<file path="src/rtl/ita_pkg.sv">
`default_nettype none
// ============================================================================
// Module      : ita_pkg
// Description : Shared constants, element type and saturating add used by the
//               ITA datapath stages.
// Revision    : 1.0 - initial release
// ============================================================================
package ita_pkg;

    localparam int ACT_BITS     = 8;
    localparam int EXPAND_DIM   = 128;
    localparam int CONTRACT_DIM = 64;

    typedef logic [ACT_BITS-1:0] act_t;

    // The sum is formed one bit wider so that the carry-out selects the clamp.
    function automatic act_t sat_add_u(input act_t a, input act_t b);
        logic [ACT_BITS:0] w_sum;
        w_sum = {1'b0, a} + {1'b0, b};
        return w_sum[ACT_BITS] ? {ACT_BITS{1'b1}} : w_sum[ACT_BITS-1:0];
    endfunction

endpackage
`default_nettype wire

</file>
<file path="src/rtl/ostream_bank.sv">
`default_nettype none
// ============================================================================
// Module      : ostream_bank
// Description : One DIM x ACT_BITS vector register bank, parallel write and
//               indexed combinational read.
// Revision    : 1.0 - initial release
// ============================================================================
module ostream_bank
    import ita_pkg::*;
#(
    parameter int DIM      = 64,
    parameter int ACT_BITS = 8
) (
    input  logic                          clk,
    input  logic                          we,
    input  logic [DIM-1:0][ACT_BITS-1:0]  wdata,
    input  logic [$clog2(DIM)-1:0]        raddr,
    output logic [ACT_BITS-1:0]           rdata
);

    // Storage is deliberately not reset; occupancy tracking makes stale data unreachable.
    logic [DIM-1:0][ACT_BITS-1:0] r_mem;

    always_ff @(posedge clk) begin
        if (we) begin
            r_mem <= wdata;
        end
    end

    assign rdata = r_mem[raddr];

endmodule
`default_nettype wire

</file>
<file path="src/rtl/contract_output_stream.sv">
`default_nettype none
// ============================================================================
// Module      : contract_output_stream
// Description : Double-buffers contract-engine result vectors and streams them
//               out one element per valid/ready handshake, counting drops.
//               Build option: RESIDUAL_EN adds res_in with a saturating add.
// Revision    : 1.0 - initial release
// ============================================================================
module contract_output_stream
    import ita_pkg::*;
#(
    parameter int DIM      = CONTRACT_DIM,
    parameter int ACT_BITS = ita_pkg::ACT_BITS,
    parameter int CNT_BITS = 16
) (
    input  logic                          clk,
    input  logic                          rst_n,
    input  logic [DIM-1:0][ACT_BITS-1:0]  vec_in,
    input  logic                          vec_valid,
`ifdef RESIDUAL_EN
    input  logic [DIM-1:0][ACT_BITS-1:0]  res_in,
`endif
    output logic [ACT_BITS-1:0]           m_data,
    output logic [$clog2(DIM)-1:0]        m_index,
    output logic                          m_valid,
    input  logic                          m_ready,
    output logic                          m_last,
    output logic                          busy,
    output logic                          drop_pulse,
    output logic [CNT_BITS-1:0]           drop_count
);

    localparam int IDX_W = $clog2(DIM);
    localparam logic [IDX_W-1:0] c_LAST_IDX = IDX_W'(DIM - 1);

    localparam logic [1:0] c_OCC_EMPTY = 2'd0;
    localparam logic [1:0] c_OCC_ONE   = 2'd1;
    localparam logic [1:0] c_OCC_FULL  = 2'd2;

    logic [1:0]                   r_occ;
    logic [1:0]                   w_occ_nxt;
    logic                         r_wr_bank;
    logic                         r_rd_bank;
    logic [IDX_W-1:0]             r_index;
    logic                         r_drop_pulse;
    logic [CNT_BITS-1:0]          r_drop_count;
    logic                         w_xfer;
    logic                         w_final;
    logic                         w_accept;
    logic                         w_drop;
    logic [DIM-1:0][ACT_BITS-1:0] w_capture;
    logic [ACT_BITS-1:0]          w_rdata0;
    logic [ACT_BITS-1:0]          w_rdata1;

    assign w_xfer   = m_valid & m_ready;
    assign w_final  = w_xfer & (r_index == c_LAST_IDX);
    // A full buffer can still take a vector when the bank being read frees this cycle.
    assign w_accept = vec_valid & ((r_occ != c_OCC_FULL) | w_final);
    assign w_drop   = vec_valid & ~w_accept;

`ifdef RESIDUAL_EN
    for (genvar gi = 0; gi < DIM; gi++) begin : g_res_add
        assign w_capture[gi] = sat_add_u(vec_in[gi], res_in[gi]);
    end
`else
    assign w_capture = vec_in;
`endif

    ostream_bank #(.DIM(DIM), .ACT_BITS(ACT_BITS)) u_bank0 (
        .clk   (clk),
        .we    (w_accept & ~r_wr_bank),
        .wdata (w_capture),
        .raddr (r_index),
        .rdata (w_rdata0)
    );

    ostream_bank #(.DIM(DIM), .ACT_BITS(ACT_BITS)) u_bank1 (
        .clk   (clk),
        .we    (w_accept & r_wr_bank),
        .wdata (w_capture),
        .raddr (r_index),
        .rdata (w_rdata1)
    );

    // Occupancy state register.
    always_ff @(posedge clk or negedge rst_n) begin
        if (!rst_n) begin
            r_occ <= c_OCC_EMPTY;
        end else begin
            r_occ <= w_occ_nxt;
        end
    end

    always_comb begin
        w_occ_nxt = r_occ;
        case (r_occ)
            c_OCC_EMPTY: if (w_accept)              w_occ_nxt = c_OCC_ONE;
            c_OCC_ONE:   if (w_accept & ~w_final)   w_occ_nxt = c_OCC_FULL;
                         else if (~w_accept & w_final) w_occ_nxt = c_OCC_EMPTY;
            c_OCC_FULL:  if (w_final & ~w_accept)   w_occ_nxt = c_OCC_ONE;
            default:                                w_occ_nxt = c_OCC_EMPTY;
        endcase
    end

    always_comb begin
        m_valid = (r_occ != c_OCC_EMPTY);
        busy    = (r_occ != c_OCC_EMPTY);
        m_last  = m_valid & (r_index == c_LAST_IDX);
    end

    always_ff @(posedge clk or negedge rst_n) begin
        if (!rst_n) begin
            r_wr_bank    <= 1'b0;
            r_rd_bank    <= 1'b0;
            r_index      <= '0;
            r_drop_pulse <= 1'b0;
            r_drop_count <= '0;
        end else begin
            r_drop_pulse <= w_drop;
            if (w_accept) begin
                r_wr_bank <= ~r_wr_bank;
            end
            if (w_final) begin
                r_rd_bank <= ~r_rd_bank;
                r_index   <= '0;
            end else if (w_xfer) begin
                r_index <= r_index + IDX_W'(1);
            end
            if (w_drop && (r_drop_count != {CNT_BITS{1'b1}})) begin
                r_drop_count <= r_drop_count + CNT_BITS'(1);
            end
        end
    end

    assign m_index    = r_index;
    assign m_data     = r_rd_bank ? w_rdata1 : w_rdata0;
    assign drop_pulse = r_drop_pulse;
    assign drop_count = r_drop_count;

endmodule
`default_nettype wire

</file>
<file path="config.mk">
export PLATFORM = sky130hd
export DESIGN_NAME = contract_output_stream
export DESIGN_NICKNAME = d
export VERILOG_FILES = /design/src/rtl/ita_pkg.sv /design/src/rtl/ostream_bank.sv /design/src/rtl/contract_output_stream.sv
export SDC_FILE = /design/constraint.sdc
export NUM_CORES = 1
export LEC_CHECK = 0
export CORE_MARGIN = 2
export CORE_UTILIZATION = 50
export DETAILED_ROUTE_END_ITERATION = 10
export PLACE_DENSITY = 0.77
export SLEW_MARGIN = 20
export SYNTH_ARGS = -nofsm -noshare
export SYNTH_HDL_FRONTEND = slang
export SYNTH_SLANG_ARGS = --single-unit
</file>
<file path="constraint.sdc">
create_clock -name clk -period 53 [get_ports clk]
set_input_delay 10.6 -clock clk [delete_from_list [all_inputs] [get_ports clk]]
set_output_delay 10.6 -clock clk [all_outputs]
set_load 0.03 [all_outputs]
</file>
==> results.toml <==
[sta]
clock-skew-final_ps = 20.1
worstMarginPinSlew_ps = 1150
fmax_mhz = 59.7
max_slew_margin = 0.232
hold_viol_final = 0
fin_crit_sh = 0.316
finalSetupTns_ps = 0
timing.hold.ws_ps = 509
setup_viol = 0
drv_slew = 0
rsz0062_at_grt = "false"
min_period_ps = 16740

[place]
placed_cell_area_sq_um = 47000
port_buffers = 549
dp_hpwl_microns = 73800
place.gp.congestion = 0.830

[global_route]
grt_overflow = 0
first_global_vias = 22500
grt_antenna_before_repair = 34
grt_pass1_wl_microns = 151000
grt_use_total = 0.257
grt_max_degree = 197

[synthesis]
synth-async-reset-ratio = 0.0257
ys_seq_area_frac = 0.778
synth_cells = 1874
synth-edff-count = 1024
avgSynthCellArea_sq_um = 21.5
synth-seq-cells = 1051
yosysWarnings = 0
synthesis.area_sq_um = 40400
synth_ff_type = "edfxtp_1"
syn-num-nets = 2392
ys_types = 63

[worst_setup_path]
crit_path_end_kind = "primary output"
crit_arrival_ps = 6140
path_max_fanout = 45
worst_setup_path_start_kind = "flop"
crit_start = "m_index[0]"
r2r-start = "m_index[2]"
path_class = "flop to primary output"
required_ps = 42400
reg2reg_depth = 9

[drt]
ant_nets = 0
drt-wirelength-per-cell_microns = 29.7
routed_wl_microns = 108000
viasPerCell = 5.94
dr_total_vias = 21600
firstDrtPassIters = 5
drt_iter0_markers = 2260
drcViolationCount = 0

[cts]
cts_made_buffers = 105
ctsResizeCount = 0
cts_num_sinks = 1051
post-cts-setup-buffers = 0
clockBufferDepth = 3
cts_tree = "done"
h-tree-depth = 3
clk_pin_slew_ps = 70
insertion_delay_ps = 670
postCtsHoldBufs = 0
root_buffer = "clkbuf_16"

[die]
io-pin-count = 550
start_util = 0.503
die_height_microns = 288
die_w_microns = 288
die_area_sq_um = 83000
rows = 104
coreArea_sq_um = 80300

[power_and_ir_drop]
p_leak_nw = 16.3
ir_drop_uv = 34.2
p_per_area_nw_per_um2 = 44.3
power.total_mw = 2.24

[cells_and_area]
final_nets = 2979
stdcell_area_sq_um = 50600
area_growth_pct = 25.2
drive_gt1_frac = 0.165

[min_path]
min_from = "drop_count[6]"
hold_path.class = "flop to flop"
hold_depth = 1

[job]
maxCapViolCount = 0

[status]
status = "complete, no violations"
[synth_stat cells, types with 3 or more instances]
| cell type | instances | share of area |
|---|---|---|
| a211o_1 | 3 | 0.00065 |
| a211oi_1 | 16 | 0.0030 |
| a21oi_1 | 33 | 0.0041 |
| a221oi_1 | 16 | 0.0035 |
| a22o_1 | 21 | 0.0046 |
| a22oi_1 | 41 | 0.0076 |
| a31oi_1 | 7 | 0.0011 |
| and2_1 | 4 | 0.00062 |
| and3_1 | 5 | 0.00077 |
| and3b_1 | 3 | 0.00065 |
| buf_1 | 5 | 0.00046 |
| buf_2 | 36 | 0.0045 |
| buf_4 | 22 | 0.0041 |
| buf_6 | 8 | 0.0022 |
| clkbuf_1 | 30 | 0.0028 |
| dfrtp_1 | 27 | 0.017 |
| edfxtp_1 | 1024 | 0.76 |
| inv_1 | 4 | 0.00037 |
| mux2_2 | 18 | 0.0050 |
| mux2i_1 | 148 | 0.037 |
| mux4_2 | 189 | 0.11 |
| nand2_1 | 55 | 0.0051 |
| nand3_1 | 17 | 0.0021 |
| nand3b_1 | 5 | 0.00093 |
| nand4_1 | 5 | 0.00077 |
| nor2_1 | 10 | 0.00093 |
| nor2b_1 | 5 | 0.00077 |
| nor3_1 | 5 | 0.00062 |
| o2111ai_1 | 5 | 0.0011 |
| o21ai_0 | 18 | 0.0022 |
| o221ai_1 | 23 | 0.0050 |
| o22ai_1 | 8 | 0.0012 |
| o32a_1 | 6 | 0.0015 |
| xnor2_1 | 13 | 0.0028 |
| xor2_1 | 6 | 0.0013 |
[per-stage QoR]
stage / setup slack (ps) / utilization / cells
6_report: 36260 / 0.630 / 3642
5_1_grt: 35990 / 0.630 / 3638
4_1_cts: 36140 / 0.628 / 3610
3_5_place_dp: 36890 / 0.585 / 3412
3_3_place_gp: 36890 / 0.585 / 3412
2_1_floorplan: 19350 / - / 1874
[logic make-up after synthesis]
logic type,synth area share
adders and majority gates,0.000620
xor gates and xnor gates,0.00412
DFF,0.778
muxes,0.147
and+or+nand+nor,0.0157
AOI/OAI and AO/OA,0.0395
buffers and inverters,0.0145
[area by class of cell]
cell class              instances  area, sq um
clock inverters                78          708
repair buffers                581         5850
flip-flops and latches       1051        31400
diodes                         30         75.1
clock buffers                 120         2730
multi-input cells             717         8420
fillers                      5384        29700
inverters                       5         20.0
well taps                    1060         1330
[critical path: stages, from the launching register on]
cell             delay (ps)
dfrtp_4                 900
buf_4                   890
buf_4                   820
mux4_2                  610
mux2i_1                 240
o22ai_1                 200
nor4_1                  770
a2bb2oi_1               270
clkdlybuf4s50_1         660
[flip-flops by register name (all words and copies together), names as in the netlist]
| name | cells |
|---|---|
| r_occ | 2 |
| r_wr_bank | 1 |
| u_bank0.r_mem | 512 |
| u_bank1.r_mem | 512 |
| drop_count | 16 |
| m_index | 6 |
| r_rd_bank | 1 |
| drop_pulse | 1 |
[cells in the final DEF, fill, tap and decap left out, types with 18 or more instances in the layout]
master	count
mux4_2	189
a22oi_1	41
nand2_1	55
clkbuf_16	107
mux2i_1	148
mux2_2	18
clkdlybuf4s50_1	549
clkinv_1	24
edfxtp_1	1024
o21ai_0	18
o221ai_1	23
buf_4	22
clkinv_2	23
a22o_1	21
diode_2	30
a21oi_1	33
dfrtp_1	21
[final timing paths]
| path | to | slack, ps |
|---|---|---|
| min | drop_count[6] | 510 |
| min in group asynchronous | drop_count[3] | 10330 |
| max | m_data[4] | 36260 |
| max reg2reg | u_bank1.r_mem[245] | 47180 |
| max in group asynchronous | m_index[1] | 42350 |
| min reg2reg | drop_count[6] | 510 |
[metal layers]
| layer | GRT usage | part of all wire |
|---|---|---|
| met1 | 0.328 | 0.37 |
| met2 | 0.433 | 0.52 |
| met3 | 0.0502 | 0.080 |
| met4 | 0.108 | 0.032 |
| met5 | 0 | 0.00071 |
[power by group]
part	internal (mW)	leakage (nW)	switching, mW
clock network	0.420	1.65	0.312
registers	0.925	9.54	0.0266
logic	0.233	5.10	0.322
total	1.58	16.3	0.660
No activity file was read; power rests on OpenSTA's default activity.
